### config.mk
export PLATFORM = sky130hd
export DESIGN_NAME = dma_burst_master_flat
export DESIGN_NICKNAME = d
export VERILOG_FILES = /design/src/rtl/dma_burst_master_if.sv /design/src/rtl/dma_burst_master.sv /design/src/flat_wrapper.sv
export SDC_FILE = /design/constraint.sdc
export NUM_CORES = 1
export LEC_CHECK = 0
export ABC_AREA = 1
export BUFFER_PORTS_ARGS = -buffer_cell sky130_fd_sc_hd__buf_2
export CORE_ASPECT_RATIO = 1.5
export CORE_MARGIN = 2
export CORE_UTILIZATION = 25
export DETAILED_ROUTE_END_ITERATION = 10
export GPL_TIMING_DRIVEN = 0
export HOLD_SLACK_MARGIN = 0.1
export SYNTH_ARGS = -nofsm -noshare
export SYNTH_HDL_FRONTEND = slang
export SYNTH_SLANG_ARGS = --single-unit
### constraint.sdc
create_clock -name clock -period 3.3 [get_ports clock]
set_input_delay 0.165 -clock clock [delete_from_list [all_inputs] [get_ports clock]]
set_output_delay 0.165 -clock clock [all_outputs]
set_load 0.05 [all_outputs]
### src/rtl/dma_burst_master_if.sv
// dma_burst_master_if: split-transaction bus between the DMA burst master and its arbiter/slave.
interface dma_burst_master_if;
  logic        request_bus;
  logic        bus_grant;
  logic        begin_transaction_out;
  logic [31:0] address_data_out;
  logic [7:0]  burst_size_out;
  logic        read_n_write_out;
  logic        data_valid_out;
  logic        end_transaction_out;
  logic [31:0] address_data_in;
  logic        data_valid_in;
  logic        end_transaction_in;
  logic        busy_in;
  logic        error_in;
  modport master (
    output request_bus, begin_transaction_out, address_data_out, burst_size_out,
           read_n_write_out, data_valid_out, end_transaction_out,
    input  bus_grant, address_data_in, data_valid_in, end_transaction_in, busy_in, error_in
  );
  modport slave (
    input  request_bus, begin_transaction_out, address_data_out, burst_size_out,
           read_n_write_out, data_valid_out, end_transaction_out,
    output bus_grant, address_data_in, data_valid_in, end_transaction_in, busy_in, error_in
  );
endinterface

### src/rtl/dma_burst_master.sv
// dma_burst_master: moves a block of words between a local 512-word memory and the bus in bursts.
module dma_burst_master #(
  parameter int unsigned ADDR_STEP = 4
) (
  input  logic               clock,
  input  logic               reset,
  input  logic               start,
  input  logic               to_bus,
  input  logic [31:0]        bus_start_address,
  input  logic [8:0]         mem_start_address,
  input  logic [9:0]         block_size,
  input  logic [7:0]         burst_size,
  output logic               busy,
  output logic               done,
  output logic               error,
  dma_burst_master_if.master bus,
  output logic [8:0]         mem_address,
  output logic               mem_write_enable,
  output logic [31:0]        mem_write_data,
  input  logic [31:0]        mem_read_data
);
  typedef enum logic [2:0] {IDLE, REQUEST, BEGIN, READ_DATA, WRITE_FETCH, WRITE_DATA, WRITE_END, NEXT} state_t;
  state_t      state;
  logic        dir;
  logic [31:0] bus_addr;
  logic [8:0]  mem_addr;
  logic [9:0]  remaining;
  logic [7:0]  burst_max;
  logic [8:0]  len;
  logic [8:0]  beats;
  logic        fresh;
  logic [31:0] out_r;
  logic [9:0]  span;
  logic [8:0]  len_next;
  assign span = {2'b0, burst_max} + 10'd1;
  assign len_next = span < remaining ? span[8:0] : remaining[8:0];
  // A word's first cycle comes straight from memory; stalled cycles replay the captured copy
  assign bus.address_data_out = fresh ? mem_read_data : out_r;
  always_ff @(posedge clock) begin
    if (reset || (state != IDLE && bus.error_in)) begin
      state <= IDLE;
      busy <= 1'b0;
      done <= 1'b0;
      error <= !reset;
      bus.request_bus <= 1'b0;
      bus.begin_transaction_out <= 1'b0;
      bus.burst_size_out <= '0;
      bus.read_n_write_out <= 1'b0;
      bus.data_valid_out <= 1'b0;
      bus.end_transaction_out <= 1'b0;
      out_r <= '0;
      fresh <= 1'b0;
      mem_address <= '0;
      mem_write_enable <= 1'b0;
      mem_write_data <= '0;
    end else begin
      done <= 1'b0;
      bus.begin_transaction_out <= 1'b0;
      bus.burst_size_out <= '0;
      bus.read_n_write_out <= 1'b0;
      bus.end_transaction_out <= 1'b0;
      mem_write_enable <= 1'b0;
      case (state)
        IDLE: if (start) begin
          error <= 1'b0;
          dir <= to_bus;
          bus_addr <= bus_start_address;
          mem_addr <= mem_start_address;
          remaining <= block_size;
          burst_max <= burst_size;
          done <= block_size == '0;
          busy <= block_size != '0;
          bus.request_bus <= block_size != '0;
          state <= block_size == '0 ? IDLE : REQUEST;
        end
        REQUEST: if (bus.bus_grant) begin
          state <= BEGIN;
          bus.begin_transaction_out <= 1'b1;
          bus.burst_size_out <= 8'(len_next - 9'd1);
          bus.read_n_write_out <= !dir;
          out_r <= bus_addr;
          len <= len_next;
          beats <= '0;
        end
        BEGIN: begin
          out_r <= '0;
          mem_address <= mem_addr;
          state <= dir ? WRITE_FETCH : READ_DATA;
        end
        READ_DATA: begin
          if (bus.data_valid_in && beats != len) begin
            mem_write_enable <= 1'b1;
            mem_address <= mem_addr;
            mem_write_data <= bus.address_data_in;
            mem_addr <= mem_addr + 9'd1;
            remaining <= remaining - 10'd1;
            beats <= beats + 9'd1;
          end
          if (bus.end_transaction_in) begin
            state <= NEXT;
            bus.request_bus <= 1'b0;
          end
        end
        WRITE_FETCH: begin
          state <= WRITE_DATA;
          bus.data_valid_out <= 1'b1;
          fresh <= 1'b1;
          mem_address <= mem_addr + 9'd1;
        end
        WRITE_DATA: if (!bus.busy_in) begin
          beats <= beats + 9'd1;
          remaining <= remaining - 10'd1;
          mem_addr <= mem_addr + 9'd1;
          // Memory already holds the following word, so fetch two ahead to keep words back-to-back
          mem_address <= mem_addr + 9'd2;
          fresh <= beats + 9'd1 != len;
          bus.data_valid_out <= beats + 9'd1 != len;
          bus.end_transaction_out <= beats + 9'd1 == len;
          out_r <= '0;
          state <= beats + 9'd1 == len ? WRITE_END : WRITE_DATA;
        end else begin
          fresh <= 1'b0;
          out_r <= bus.address_data_out;
        end
        WRITE_END: begin
          state <= NEXT;
          bus.request_bus <= 1'b0;
        end
        NEXT: begin
          bus_addr <= bus_addr + 32'(len) * ADDR_STEP;
          bus.request_bus <= remaining != '0;
          busy <= remaining != '0;
          done <= remaining == '0;
          state <= remaining != '0 ? REQUEST : IDLE;
        end
        default: state <= IDLE;
      endcase
    end
  end
endmodule

### src/flat_wrapper.sv
// flat-port wrapper written by rule: the top's interface ports become plain ports
module dma_burst_master_flat 
#(
  parameter int unsigned ADDR_STEP = 4
)
  (clock, reset, start, to_bus, bus_start_address, mem_start_address, block_size, burst_size, busy, done, error, mem_address, mem_write_enable, mem_write_data, mem_read_data, bus_request_bus, bus_begin_transaction_out, bus_address_data_out, bus_burst_size_out, bus_read_n_write_out, bus_data_valid_out, bus_end_transaction_out, bus_bus_grant, bus_address_data_in, bus_data_valid_in, bus_end_transaction_in, bus_busy_in, bus_error_in);
  dma_burst_master_if bus_i ();
  input  logic clock;
  input  logic reset;
  input  logic start;
  input  logic to_bus;
  input  logic [31:0] bus_start_address;
  input  logic [8:0] mem_start_address;
  input  logic [9:0] block_size;
  input  logic [7:0] burst_size;
  output logic busy;
  output logic done;
  output logic error;
  output logic [8:0] mem_address;
  output logic mem_write_enable;
  output logic [31:0] mem_write_data;
  input  logic [31:0] mem_read_data;
  output wire logic [$bits(bus_i.request_bus)-1:0] bus_request_bus;
  output wire logic [$bits(bus_i.begin_transaction_out)-1:0] bus_begin_transaction_out;
  output wire logic [$bits(bus_i.address_data_out)-1:0] bus_address_data_out;
  output wire logic [$bits(bus_i.burst_size_out)-1:0] bus_burst_size_out;
  output wire logic [$bits(bus_i.read_n_write_out)-1:0] bus_read_n_write_out;
  output wire logic [$bits(bus_i.data_valid_out)-1:0] bus_data_valid_out;
  output wire logic [$bits(bus_i.end_transaction_out)-1:0] bus_end_transaction_out;
  input wire logic [$bits(bus_i.bus_grant)-1:0] bus_bus_grant;
  input wire logic [$bits(bus_i.address_data_in)-1:0] bus_address_data_in;
  input wire logic [$bits(bus_i.data_valid_in)-1:0] bus_data_valid_in;
  input wire logic [$bits(bus_i.end_transaction_in)-1:0] bus_end_transaction_in;
  input wire logic [$bits(bus_i.busy_in)-1:0] bus_busy_in;
  input wire logic [$bits(bus_i.error_in)-1:0] bus_error_in;
  assign bus_request_bus = bus_i.request_bus;
  assign bus_begin_transaction_out = bus_i.begin_transaction_out;
  assign bus_address_data_out = bus_i.address_data_out;
  assign bus_burst_size_out = bus_i.burst_size_out;
  assign bus_read_n_write_out = bus_i.read_n_write_out;
  assign bus_data_valid_out = bus_i.data_valid_out;
  assign bus_end_transaction_out = bus_i.end_transaction_out;
  assign bus_i.bus_grant = bus_bus_grant;
  assign bus_i.address_data_in = bus_address_data_in;
  assign bus_i.data_valid_in = bus_data_valid_in;
  assign bus_i.end_transaction_in = bus_end_transaction_in;
  assign bus_i.busy_in = bus_busy_in;
  assign bus_i.error_in = bus_error_in;
  dma_burst_master #(.ADDR_STEP(ADDR_STEP)) u_core (.clock(clock), .reset(reset), .start(start), .to_bus(to_bus), .bus_start_address(bus_start_address), .mem_start_address(mem_start_address), .block_size(block_size), .burst_size(burst_size), .busy(busy), .done(done), .error(error), .bus(bus_i), .mem_address(mem_address), .mem_write_enable(mem_write_enable), .mem_write_data(mem_write_data), .mem_read_data(mem_read_data));
endmodule
==> summary.md <==
| Metric | Value |
|---|---|
| Power density over cell area | 666 nW/um^2 |
| Site Rows | between 80 and 90 |
| Proportion of layout cells with a drive suffix above 1 | 0.204 |
| Synth top area cells | edfxtp_1, dfxtp_1, nand2_1 |
| TritonCTS clock tree | built |
| Logic pwr share | 0.417 |
| Post-synthesis cell area | 9680 sq um |
| Setup tns final | 0 ns |
| Hold path cells | 4 |
| Worst clock skew | 0.0192 ns |
| HP Class | in -> reg |
| Clock sinks | approximately 170 |
| Syn Inst Count | 1267 |
| Initial antenna violation count | 1 |
| Cell Int Power | 4.92 mW |
| Asr flop ratio synth | 0 |
| DR vias | around 10000 |
| DRT iter0 DRCs | 484 |
| Slew margin rel. | 0.350 |
| Tmin final | 3.10 ns |
| Count of pins over their slew limit | 0 |
| H-tree levels | 4 |
| Synth cell types | 50 |
| Max cap viols | 0 |
| Total track usage | 0.166 |
| Leakage | slightly below 6 nW |
| Worst vdd ir | about 0.37 mV |
| Area leader, netlist | edfxtp_1 |
| Seq cells post-synth | around 170 |
| Gpl congestion | about 0.9 |
| Die X | 165 um |
| Post-synth EDFFs | 79 |
| Main flop type after synthesis | dfxtp_1 |
| Final setup vio count | 0 |
| CTS Buffer Depth | 2 |
| P_sw | 3.83 mW |
| Fin. Hold Viols | 0 |
| Clk_lat worst skew | 0.47 ns |
| Place WS | slightly below 0.07 ns |
| Fmax | 323 MHz |
| Initial Util | 0.253 |
| First-pass GRT wire length | 51100 um |
| Required time of the worst setup path | 3.69 ns |
| Vias in the first global route | 9652 |
| Crit path max fanout | 10 |
| Tcrit/Tclk final | 0.938 |
| Outcome | finished, final reports clean |
| Commonest non-fill, non-tap cell in the layout | nand2_1 |
| Synth Warn # | 0 |
| Sequential cell area fraction in the yosys report | 0.437 |
| Mapped Nets | 1423 |
| Grt ovf | 0 |
| Nets | 1769 |
| Clock-pin slew on the worst setup and hold paths | roughly 0.070 ns |
| Endpoint type of the worst setup path | flop |
| Worst Tran Pin Value | 0.973 ns |
| Die area | 40400 sq um |
| Worst endpoint data arrival time | 3.48 ns |
| Sw frac | 0.438 |
| DR vias/cell | 4.66 |
| ANT nets after route | 0 |
| Final WL | ~34000 um |
| Placeable Area | ~38000 sq um |
| Fin util | 0.343 |
| Post-DP HPWL | 25800 um |
| Worst r2r path cells | 19 |
| Layout area overhead | 35.6% |
| PnR worst setup slack | 0.204 ns |
| Flop pwr share | 0.334 |
| Area fraction of the dominant cell type after synthesis | 0.245 |
| Clock Power Share | 0.249 |
| Avg Cell Area, Syn | 7.64 sq um |
| PortBufs | approximately 220 |
| IO Pins | 222 |
| Crit Path Category | reg -> reg |
| Crit start category | flop |
| DRC Markers | 0 |
| Root buf cell | clkbuf_16 |
| Largest net degree at the start of global routing | 31 |
| 1st-pass router iterations | 5 |
| Cts bufs inserted | 17 |
| Die Ht | 245 um |
| Most frequent cells in the layout | nand2_1, buf_2, inv_1 |
| Wire per inst | 16.0 um |
## through the flow
stage | power (mW) | area, sq um | hold WS (ns) | cells
detailed placement | 6.49 | 11400 | 0.343 | 1984
floorplan | 5.47 | 9680 | 0.243 | 1267
CTS | 8.77 | 13000 | 0.129 | 2111
global placement | 6.42 | 11400 | 0.345 | 1983
global route | 9.23 | 13100 | 0.146 | 2122
finish | 8.74 | 13100 | 0.146 | 2122
## power groups by stage
stage	clock network (mW)	logic [mW]	registers [mW]
floorplan	0	2.33	3.14
detailed placement	0	3.52	2.97
global route	2.29	3.97	2.96
finish	2.18	3.65	2.92
CTS	2.22	3.62	2.92
global placement	0	3.45	2.96
## path summary, 6_finish.rpt
check,start,end,slack (ns)
hold reg to reg,u_core.mem_write_data[14]$_SDFFE_PP0P_,u_core.mem_write_data[14]$_SDFFE_PP0P_,0.44
hold / removal,bus_error_in,u_core.out_r[24]$_SDFFE_PP0P_,0.15
setup reg to reg,u_core.burst_max[1]$_DFFE_PP_,u_core.bus.burst_size_out[6]$_SDFF_PP0_,0.20
setup / recovery,u_core.burst_max[1]$_DFFE_PP_,u_core.bus.burst_size_out[6]$_SDFF_PP0_,0.20
## synth_stat cells, drive strengths merged, types with 2 or more instances
| cell | n |
|---|---|
| nand2 | 306 |
| inv | 187 |
| o21ai | 118 |
| nor2 | 107 |
| dfxtp | 93 |
| edfxtp | 79 |
| a21oi | 72 |
| nand3 | 59 |
| clkbuf | 33 |
| a221oi | 32 |
| a211oi | 31 |
| nand4 | 29 |
| ha | 23 |
| xor2 | 19 |
| buf | 16 |
| nor3 | 14 |
| xnor2 | 12 |
| nor4 | 5 |
| a31oi | 4 |
| o21bai | 4 |
| or2 | 4 |
| nand3b | 3 |
| o22ai | 3 |
| a21o | 2 |
| o31ai | 2 |
## sequential cells by signal, indices dropped and copies added (netlist names), 9 cells and up
name	flops
u_core.mem_address	9
u_core.len	9
u_core.remaining	10
u_core.bus_addr	32
u_core.out_r	32
u_core.mem_write_data	32
u_core.beats	9
u_core.mem_addr	9
## area by class of cell
type / instances / area, sq um
Multi-Input combinational cell: 859 / 4600
Timing Repair Buffer: 327 / 2150
Inverter: 187 / 702
Fill cell: 4037 / 25200
Antenna cell: 1 / 2.50
Clock inverter: 13 / 176
Clock buffer: 19 / 433
Buffer: 49 / 213
Tap cell: 495 / 619
Sequential cell: 172 / 4230
## layer usage
layer	global-route usage	routed length (um)
met1	0.186	13700
met5	0	0
met2	0.310	17900
met4	0.0673	1020
met3	0.0248	1310
## critical path, stage by stage, from the launching register on
cell      delay [ns]
edfxtp_1        0.44
ha_2            0.23
nand3_2         0.10
xor2_1          0.25
inv_1           0.11
ha_1            0.28
nand2_1         0.06
o21ai_0         0.30
nand2_4         0.16
nand3_4         0.12
buf_6           0.15
nand2_2         0.06
nand2_2         0.09
ha_1            0.17
inv_1           0.06
nor2_2          0.14
nand3_1         0.09
nand2_1         0.06
nand2_1         0.06
nor2_1          0.10
## logic make-up (layout without fill, tap and decap cells)
family / count (synthesis) / in the layout / share of synthesized area
and+or+nand+nor: 530 / 530 / 0.239
buffers and inverters: 236 / 595 / 0.0944
DFF: 172 / 172 / 0.437
other: 0 / 1 / 0
xor gates and xnor gates: 31 / 31 / 0.0280
adders and majority gates: 24 / 24 / 0.0318
AOI/OAI and AO/OA: 274 / 274 / 0.170
## timing repair
| action | 4_1_cts | 5_1_grt |
|---|---|---|
| hold endpoints to repair | 95 | 0 |
| hold buffers | 95 | 0 |
| resized for setup | 0 | 9 |
| setup endpoints to repair | 0 | 4 |
| setup buffers | 0 | 10 |
Power figures use the tool's default switching activity.
